--- src/rtl/patch_stream_unit_pkg.sv ---
// Shared convolution datapath types: kernel/patch bus shape and the patch
// producer's state encoding.
package conv_pkg;

  localparam int WIDTH = 32;
  localparam int SIZE  = 9;
  localparam int KDIM  = 3;

  typedef enum logic [1:0] {
    IDLE,
    FILL,
    STREAM,
    DONE
  } patch_state_t;

  typedef logic [SIZE-1:0][WIDTH-1:0] patch_t;

endpackage

--- src/rtl/patch_stream_unit_line_buffer.sv ---
// Row delay line: output is the input from DEPTH shifts ago; holds while
// shift_en_i is low so upstream stalls lose nothing.
module line_buffer #(
  parameter int DEPTH = 8,
  parameter int WIDTH = 32
) (
  input  logic             clk,
  input  logic             rst,
  input  logic             shift_en_i,
  input  logic [WIDTH-1:0] din_i,
  output logic [WIDTH-1:0] dout_o
);

  logic [DEPTH-1:0][WIDTH-1:0] mem_q;

  always_ff @(posedge clk or posedge rst) begin
    if (rst) begin
      mem_q <= '0;
    end else if (shift_en_i) begin
      mem_q[0] <= din_i;
      for (int i = 1; i < DEPTH; i++) begin
        mem_q[i] <= mem_q[i-1];
      end
    end
  end

  assign dout_o = mem_q[DEPTH-1];

endmodule

--- src/rtl/patch_stream_unit.sv ---
// 3x3 sliding-window producer: one registered patch per qualifying accept, valid the next cycle;
// no downstream back-pressure, upstream stalled only in IDLE/DONE. Stride 2 with PATCH_STRIDE2_EN.
module patch_stream_unit #(
  parameter int WIDTH = conv_pkg::WIDTH,
  parameter int SIZE  = conv_pkg::SIZE,
  parameter int IMG_W = 8,
  parameter int IMG_H = 8
) (
  input  logic                        clk,
  input  logic                        rst,
  input  logic [SIZE-1:0][WIDTH-1:0]  kernel_in,
  input  logic                        kernel_load,
  input  logic [WIDTH-1:0]            pixel_in,
  input  logic                        in_valid,
  output logic                        in_ready,
  output logic [SIZE-1:0][WIDTH-1:0]  kernel,
  output logic [SIZE-1:0][WIDTH-1:0]  patch,
  output logic                        buffer_valid,
  output logic                        frame_done
);

  import conv_pkg::*;

  localparam int CW = $clog2(IMG_W);
  localparam int RW = $clog2(IMG_H);
  localparam logic [CW-1:0] COL_LAST = CW'(IMG_W - 1);
  localparam logic [RW-1:0] ROW_LAST = RW'(IMG_H - 1);

  patch_state_t state_q, state_d;
  logic [CW-1:0] col_q, col_d;
  logic [RW-1:0] row_q, row_d;
  logic [KDIM-1:0][KDIM-1:0][WIDTH-1:0] win_q, win_d;
  logic [SIZE-1:0][WIDTH-1:0] patch_q, patch_d;
  logic [SIZE-1:0][WIDTH-1:0] kernel_q;
  logic buffer_valid_q, frame_done_q;
  logic kernel_ld;
  logic accept, last_px, emit;
  logic [WIDTH-1:0] lb1_out, lb2_out;

  assign in_ready = (state_q == FILL) || (state_q == STREAM);
  assign accept   = in_valid && in_ready;
  assign last_px  = (col_q == COL_LAST) && (row_q == ROW_LAST);

`ifdef PATCH_STRIDE2_EN
  // (row-2) even is the same as row even, so the LSBs are enough.
  assign emit = accept && (row_q >= RW'(2)) && (col_q >= CW'(2)) && !row_q[0] && !col_q[0];
`else
  assign emit = accept && (row_q >= RW'(2)) && (col_q >= CW'(2));
`endif

  line_buffer #(.DEPTH(IMG_W), .WIDTH(WIDTH)) u_lb1 (
    .clk        (clk),
    .rst        (rst),
    .shift_en_i (accept),
    .din_i      (pixel_in),
    .dout_o     (lb1_out)
  );

  line_buffer #(.DEPTH(IMG_W), .WIDTH(WIDTH)) u_lb2 (
    .clk        (clk),
    .rst        (rst),
    .shift_en_i (accept),
    .din_i      (lb1_out),
    .dout_o     (lb2_out)
  );

  always_comb begin
    state_d   = state_q;
    kernel_ld = 1'b0;
    case (state_q)
      IDLE: begin
        if (kernel_load) begin
          kernel_ld = 1'b1;
          state_d   = FILL;
        end
      end
      FILL: begin
        if (accept && last_px) state_d = DONE;
        else if (emit)         state_d = STREAM;
      end
      STREAM: begin
        if (accept && last_px) state_d = DONE;
      end
      DONE: begin
        kernel_ld = kernel_load;
        state_d   = FILL;
      end
      default: state_d = IDLE;
    endcase
  end

  always_comb begin
    col_d = col_q;
    row_d = row_q;
    if (accept) begin
      if (col_q == COL_LAST) begin
        col_d = '0;
        row_d = (row_q == ROW_LAST) ? '0 : row_q + RW'(1);
      end else begin
        col_d = col_q + CW'(1);
      end
    end
  end

  // win_q[row][col]: row 0 is the oldest line, col KDIM-1 the newest column.
  always_comb begin
    win_d = win_q;
    if (accept) begin
      for (int r = 0; r < KDIM; r++) begin
        for (int c = 0; c < KDIM - 1; c++) begin
          win_d[r][c] = win_q[r][c+1];
        end
      end
      win_d[0][KDIM-1] = lb2_out;
      win_d[1][KDIM-1] = lb1_out;
      win_d[2][KDIM-1] = pixel_in;
    end
  end

  always_comb begin
    patch_d = '0;
    for (int r = 0; r < KDIM; r++) begin
      for (int c = 0; c < KDIM; c++) begin
        patch_d[r*KDIM+c] = win_d[r][c];
      end
    end
  end

  always_ff @(posedge clk or posedge rst) begin
    if (rst) begin
      state_q        <= IDLE;
      col_q          <= '0;
      row_q          <= '0;
      win_q          <= '0;
      patch_q        <= '0;
      kernel_q       <= '0;
      buffer_valid_q <= 1'b0;
      frame_done_q   <= 1'b0;
    end else begin
      state_q        <= state_d;
      col_q          <= col_d;
      row_q          <= row_d;
      win_q          <= win_d;
      buffer_valid_q <= emit;
      frame_done_q   <= accept && last_px;
      if (kernel_ld) kernel_q <= kernel_in;
      if (emit)      patch_q  <= patch_d;
    end
  end

  assign kernel       = kernel_q;
  assign patch        = patch_q;
  assign buffer_valid = buffer_valid_q;
  assign frame_done   = frame_done_q;

endmodule

--- config.mk ---
export PLATFORM = sky130hd
export DESIGN_NAME = patch_stream_unit
export DESIGN_NICKNAME = d
export VERILOG_FILES = /design/src/rtl/patch_stream_unit_pkg.sv /design/src/rtl/patch_stream_unit_line_buffer.sv /design/src/rtl/patch_stream_unit.sv
export SDC_FILE = /design/constraint.sdc
export NUM_CORES = 2
export LEC_CHECK = 0
export BUFFER_PORTS_ARGS = -buffer_cell sky130_fd_sc_hd__buf_2
export CAP_MARGIN = 15
export CORE_AREA = 2 2 354 356
export DETAILED_ROUTE_END_ITERATION = 8
export DIE_AREA = 0 0 356 358
export HOLD_SLACK_MARGIN = 0.08
export MAX_ROUTING_LAYER = met4
export PLACE_DENSITY_LB_ADDON = 0.08
export SYNTH_ARGS = -nofsm -noshare
export SYNTH_HDL_FRONTEND = slang
export SYNTH_SLANG_ARGS = --single-unit
--- constraint.sdc ---
create_clock -name clk -period 43.8 [get_ports clk]
set_input_delay 2.19 -clock clk [delete_from_list [all_inputs] [get_ports clk]]
set_output_delay 2.19 -clock clk [all_outputs]
set_load 0.03 [all_outputs]
==> reports/qor.tcl <==
set qor(outcome) {finished clean}
set qor(globalplace.congestion) 0.796
set qor(groute.layer.met3.usage) 0.0645
set qor(cell_count_post_placement) 6987
set qor(cts_resized) 0
set qor(final_min_period_over_clock_period) 0.148
set qor(setup_ws_ns) 37.30
set qor(vdd.ir_drop.worst_uv) 63.1
set qor(tritoncts_clock_tree) {built}
set qor(worstHoldEndpoint) {u_lb1.mem_q[102]}
set qor(holdWs_ns) 0.454
set qor(drt-pass1-iter-count) 5
set qor(timing_worst_setup_path_type) {input port to register}
set qor(synth_sequential_area_ratio) 0.676
set qor(clock_root_buffer) {sky130_fd_sc_hd__clkbuf_16}
set qor(worst_setup_path_start_kind) {input port}
set qor(fillCellCount) 11600
set qor(reg2reg_from) {state_q[0]}
set qor(nets) 5836
set qor(timing.critical_path.cells) {buf_2 > nor2b_4 > buf_4 > buf_4 > buf_4 > buf_4 > buf_4 > mux2_2}
set qor(max_clock_buf_depth) 3
set qor(tightestPinTransition_ns) 1.10
set qor(max-cap-violations) 0
set qor(postSynthCellCount) 4650
set qor(postSynthNetCount) 4982
set qor(globalRoute.totalOverflow) 0
set qor(grt_start_max_net_pins) 194
set qor(place_ws_ns) 36.42
set qor(area.growth.synth_to_final_pct) 21.1
set qor(clock_sinks) 1386
set qor(min-delay-path-class) {register to register}
set qor(min-delay-start) {u_lb1.mem_q[70]}
set qor(dr_total_vias) 34100
set qor(rsz_0062_raised_after_global_routing) {no}
set qor(fin_util) 0.504
set qor(post-cts-setup-buffers) 0
set qor(instance_area_after_placement_um2) 57100
set qor(dr.first_iter.drc_count) 2783
set qor(initial_antenna_violation_count) 16
set qor(reg2regPathDepth) 9
set qor(synth_area_per_cell_um2) 11.0
set qor(floorplan.io_pins) 903
set qor(die_width_um) 356
set qor(ant_nets) 0
set qor(timing.critical_path.fanout_max) 63
set qor(routedWlPerCell_um) 18.1
set qor(cp.required_ns) 44.42
set qor(groute.layer.met1.usage) 0.266
set qor(post-route-min-period_ns) 6.50
set qor(cell_occurring_most_often_along_the_worst_timing_path) {sky130_fd_sc_hd__buf_4}
set qor(critPathBufInv) 6
set qor(drive_gt1_frac) 0.264
set qor(critical-path-top-delay-family) {buffers and inverters}
set qor(instances_no_fill) 7270
set qor(post-dp-hpwl_um) 88200
set qor(die_area_um2) 127000
set qor(worst_r2r_endpoint) {kernel[146]}
set qor(fmaxAchievable_mhz) 154
set qor(timing.critical_path.slowest_stage_cell) {sky130_fd_sc_hd__buf_4}
set qor(globalRoute.busiestLayer) {met2}
set qor(global_route_wire_length_before_repair_um) 203000
set qor(max_stage_delay_ns) 0.77
set qor(finalInstanceArea_um2) 62100
set qor(power_per_cell_area_nw_per_um2) 86.3
set qor(hold_viol_final) 0
set qor(power.leakage_nw) 33.9
set qor(drt_drc_violations_left) 0
set qor(buffer_ports.inserted) 902
set qor(htreeDepth) 4
set qor(mappedNetlistArea_um2) 51300
set qor(timing_max_transition_violations_final) 0
set qor(worstSetupEndpointType) {register}
set qor(ff2ff_setup_slack_ns) 37.89
set qor(die_h_um) 358
set qor(post_cts_clock_slew_at_the_launch_and_capture_registers_of_the_worst_setup_and_hold_paths_ns) 0.06
set qor(post_drt_via_cell_ratio) 4.69
set qor(globalRouteTotalUtil) 0.211
set qor(fp-row-count) 129
set qor(report.final.setup_viol) 0
set qor(whs_path_depth) 2
set qor(core_um2) 123000
set qor(slew_headroom) 0.269
set qor(floorplan.initialDensity) 0.416
set qor(clk-insertion-delay-late_ns) 0.76
set qor(finClkSkew_ns) 0.0194
set qor(cts_hold_bufs) 0
set qor(route.final.wire_length_um) 132000
set qor(grt_pass1_vias) 34000
set qor(finalPower_mw) 5.36
set qor(yosys.cell_types.count) 28
set qor(synthesis.yosys.warnings) 0
set qor(ys_ff_latch) 1386
set qor(use_met2) 0.325
set qor(cts-buffers-inserted) 152
set qor(crit_arrival_ns) 7.12
set qor(setup_tns_ns) 0
-- registers in the layout, indices dropped and copies added, names as in the netlist --
| register | count |
|---|---|
| col_q | 3 |
| patch | 288 |
| buffer_valid | 1 |
| frame_done | 1 |
| u_lb2.mem_q | 224 |
| row_q | 3 |
| u_lb2.dout_o | 32 |
| win_q | 288 |
| kernel | 288 |
| u_lb1.mem_q | 224 |
| u_lb1.dout_o | 32 |
| state_q | 2 |
-- metal layers --
layer | share of wire | wire, um | vias to the layer above
met5 | 0 | 0 | -
met4 | 0.028 | 3700 | 0
met3 | 0.071 | 9350 | 190
met2 | 0.47 | 62500 | 715
met1 | 0.43 | 56300 | 16700
li1 | - | - | 16500
-- how the worst max path moves through the flow --
stage / from / endpoint / slack (ns) / depth (start not counted)
floorplan: rst / buffer_valid / 2.53 / 1
global placement: rst / patch[207] / 36.41 / 7
detailed placement: rst / col_q[2] / 36.42 / 7
CTS: rst / col_q[2] / 37.25 / 7
global route: rst / patch[194] / 36.66 / 7
finish: kernel_load / kernel[146] / 37.30 / 8
-- power by group --
part	internal (mW)	total (mW)	leakage, nW	switching, mW
Clock	0.754	1.27	2.45	0.512
Combinational	0.600	1.96	13.6	1.36
Sequential	1.84	2.14	17.9	0.294
-- worst reg2reg max path, stage by stage (launching register included) --
cell                      delay [ns]
sky130_fd_sc_hd__dfrtp_1        0.37
sky130_fd_sc_hd__inv_1          0.08
sky130_fd_sc_hd__ha_1           0.49
sky130_fd_sc_hd__nor2b_4        0.72
sky130_fd_sc_hd__buf_4          0.77
sky130_fd_sc_hd__buf_4          0.81
sky130_fd_sc_hd__buf_4          0.71
sky130_fd_sc_hd__buf_4          0.70
sky130_fd_sc_hd__buf_4          0.70
sky130_fd_sc_hd__mux2_2         0.43
-- final cells by class --
type | instances | area (um^2) | area share
Antenna cell | 16 | 40.0 | 0.000644
Clock buffer | 235 | 4620 | 0.0744
Clock inverter | 32 | 340 | 0.00548
Inverter | 6 | 30.0 | 0.000483
Multi-Input combinational cell | 3016 | 15500 | 0.249
Sequential cell | 1386 | 34700 | 0.558
Tap cell | 1637 | 2050 | 0.0330
Timing Repair Buffer | 942 | 4890 | 0.0787
-- cells by family (layout without fill, tap and decap cells) --
| logic type | count (synthesis) | after routing | synth area share |
|---|---|---|---|
| and+or+nand+nor | 2421 | 2421 | 0.178 |
| DFF | 1386 | 1386 | 0.676 |
| muxes | 514 | 514 | 0.113 |
| buffers and inverters | 248 | 1215 | 0.0230 |
| AOI/OAI and AO/OA | 73 | 73 | 0.00899 |
| adders and majority gates | 8 | 8 | 0.00195 |
| other | 0 | 16 | 0 |
-- cell usage in the layout (no fill, tap or decap) --
| cell type | synthesis | layout |
|---|---|---|
| sky130_fd_sc_hd__nor3_4 | 0 | 1 |
| sky130_fd_sc_hd__buf_4 | 20 | 34 |
| sky130_fd_sc_hd__or3_1 | 1 | 1 |
| sky130_fd_sc_hd__nor4b_1 | 1 | 1 |
| sky130_fd_sc_hd__buf_2 | 122 | 902 |
| sky130_fd_sc_hd__nor2b_4 | 0 | 1 |
| sky130_fd_sc_hd__and2_4 | 0 | 1 |
| sky130_fd_sc_hd__nand2b_1 | 1 | 1 |
| sky130_fd_sc_hd__inv_8 | 0 | 1 |
| sky130_fd_sc_hd__a31oi_1 | 65 | 65 |
| sky130_fd_sc_hd__clkbuf_16 | 0 | 159 |
| sky130_fd_sc_hd__inv_16 | 0 | 1 |
| sky130_fd_sc_hd__mux2_1 | 204 | 204 |
| sky130_fd_sc_hd__clkinvlp_4 | 0 | 1 |
| sky130_fd_sc_hd__mux2_2 | 310 | 310 |
| sky130_fd_sc_hd__nor2_1 | 66 | 66 |
| sky130_fd_sc_hd__clkinv_2 | 0 | 19 |
| sky130_fd_sc_hd__diode_2 | 0 | 16 |
| sky130_fd_sc_hd__nand3_1 | 1 | 1 |
| sky130_fd_sc_hd__o31ai_1 | 1 | 1 |
| sky130_fd_sc_hd__clkbuf_1 | 95 | 40 |
| sky130_fd_sc_hd__buf_12 | 0 | 6 |
| sky130_fd_sc_hd__dfrtp_1 | 1386 | 1386 |
| sky130_fd_sc_hd__clkinv_8 | 0 | 2 |
| sky130_fd_sc_hd__inv_1 | 6 | 5 |
| sky130_fd_sc_hd__a21o_1 | 1 | 1 |
| sky130_fd_sc_hd__inv_6 | 0 | 4 |
| sky130_fd_sc_hd__nor2b_1 | 2 | 1 |
| sky130_fd_sc_hd__nand2_1 | 2344 | 2343 |
| sky130_fd_sc_hd__o21ba_2 | 1 | 1 |
| sky130_fd_sc_hd__bufinv_16 | 0 | 5 |
| sky130_fd_sc_hd__clkbuf_8 | 0 | 36 |
| sky130_fd_sc_hd__nor3b_1 | 1 | 1 |
| sky130_fd_sc_hd__a21oi_1 | 1 | 1 |
| sky130_fd_sc_hd__o311a_1 | 1 | 1 |
| sky130_fd_sc_hd__nand2_4 | 0 | 1 |
| sky130_fd_sc_hd__o21ai_0 | 3 | 3 |
| sky130_fd_sc_hd__nor3_1 | 2 | 2 |
| sky130_fd_sc_hd__ha_1 | 8 | 8 |
-- cells in the mapped netlist --
cell | count | area (um^2)
sky130_fd_sc_hd__and2_1 | 1 | 6.26
sky130_fd_sc_hd__mux2_2 | 310 | 3490
sky130_fd_sc_hd__o21ba_2 | 1 | 10.0
sky130_fd_sc_hd__a21oi_1 | 1 | 5.00
sky130_fd_sc_hd__dfrtp_1 | 1386 | 34700
sky130_fd_sc_hd__nand2_1 | 2344 | 8800
sky130_fd_sc_hd__or3_1 | 1 | 6.26
sky130_fd_sc_hd__nand2b_1 | 1 | 6.26
sky130_fd_sc_hd__o21ai_0 | 3 | 15.0
sky130_fd_sc_hd__mux2_1 | 204 | 2300
sky130_fd_sc_hd__buf_1 | 2 | 7.51
sky130_fd_sc_hd__a31oi_1 | 65 | 407
sky130_fd_sc_hd__buf_4 | 20 | 150
sky130_fd_sc_hd__a21o_1 | 1 | 7.51
sky130_fd_sc_hd__nand3_1 | 1 | 5.00
sky130_fd_sc_hd__buf_6 | 3 | 33.8
sky130_fd_sc_hd__nor2b_1 | 2 | 12.5
sky130_fd_sc_hd__nor3_2 | 1 | 10.0
sky130_fd_sc_hd__nor3_1 | 2 | 10.0
sky130_fd_sc_hd__o311a_1 | 1 | 10.0
sky130_fd_sc_hd__buf_2 | 122 | 611
sky130_fd_sc_hd__clkbuf_1 | 95 | 357
sky130_fd_sc_hd__inv_1 | 6 | 22.5
sky130_fd_sc_hd__nor3b_1 | 1 | 7.51
sky130_fd_sc_hd__o31ai_1 | 1 | 7.51
sky130_fd_sc_hd__nor2_1 | 66 | 248
sky130_fd_sc_hd__nor4b_1 | 1 | 8.76
sky130_fd_sc_hd__ha_1 | 8 | 100
(Power assumes the default switching activity.)
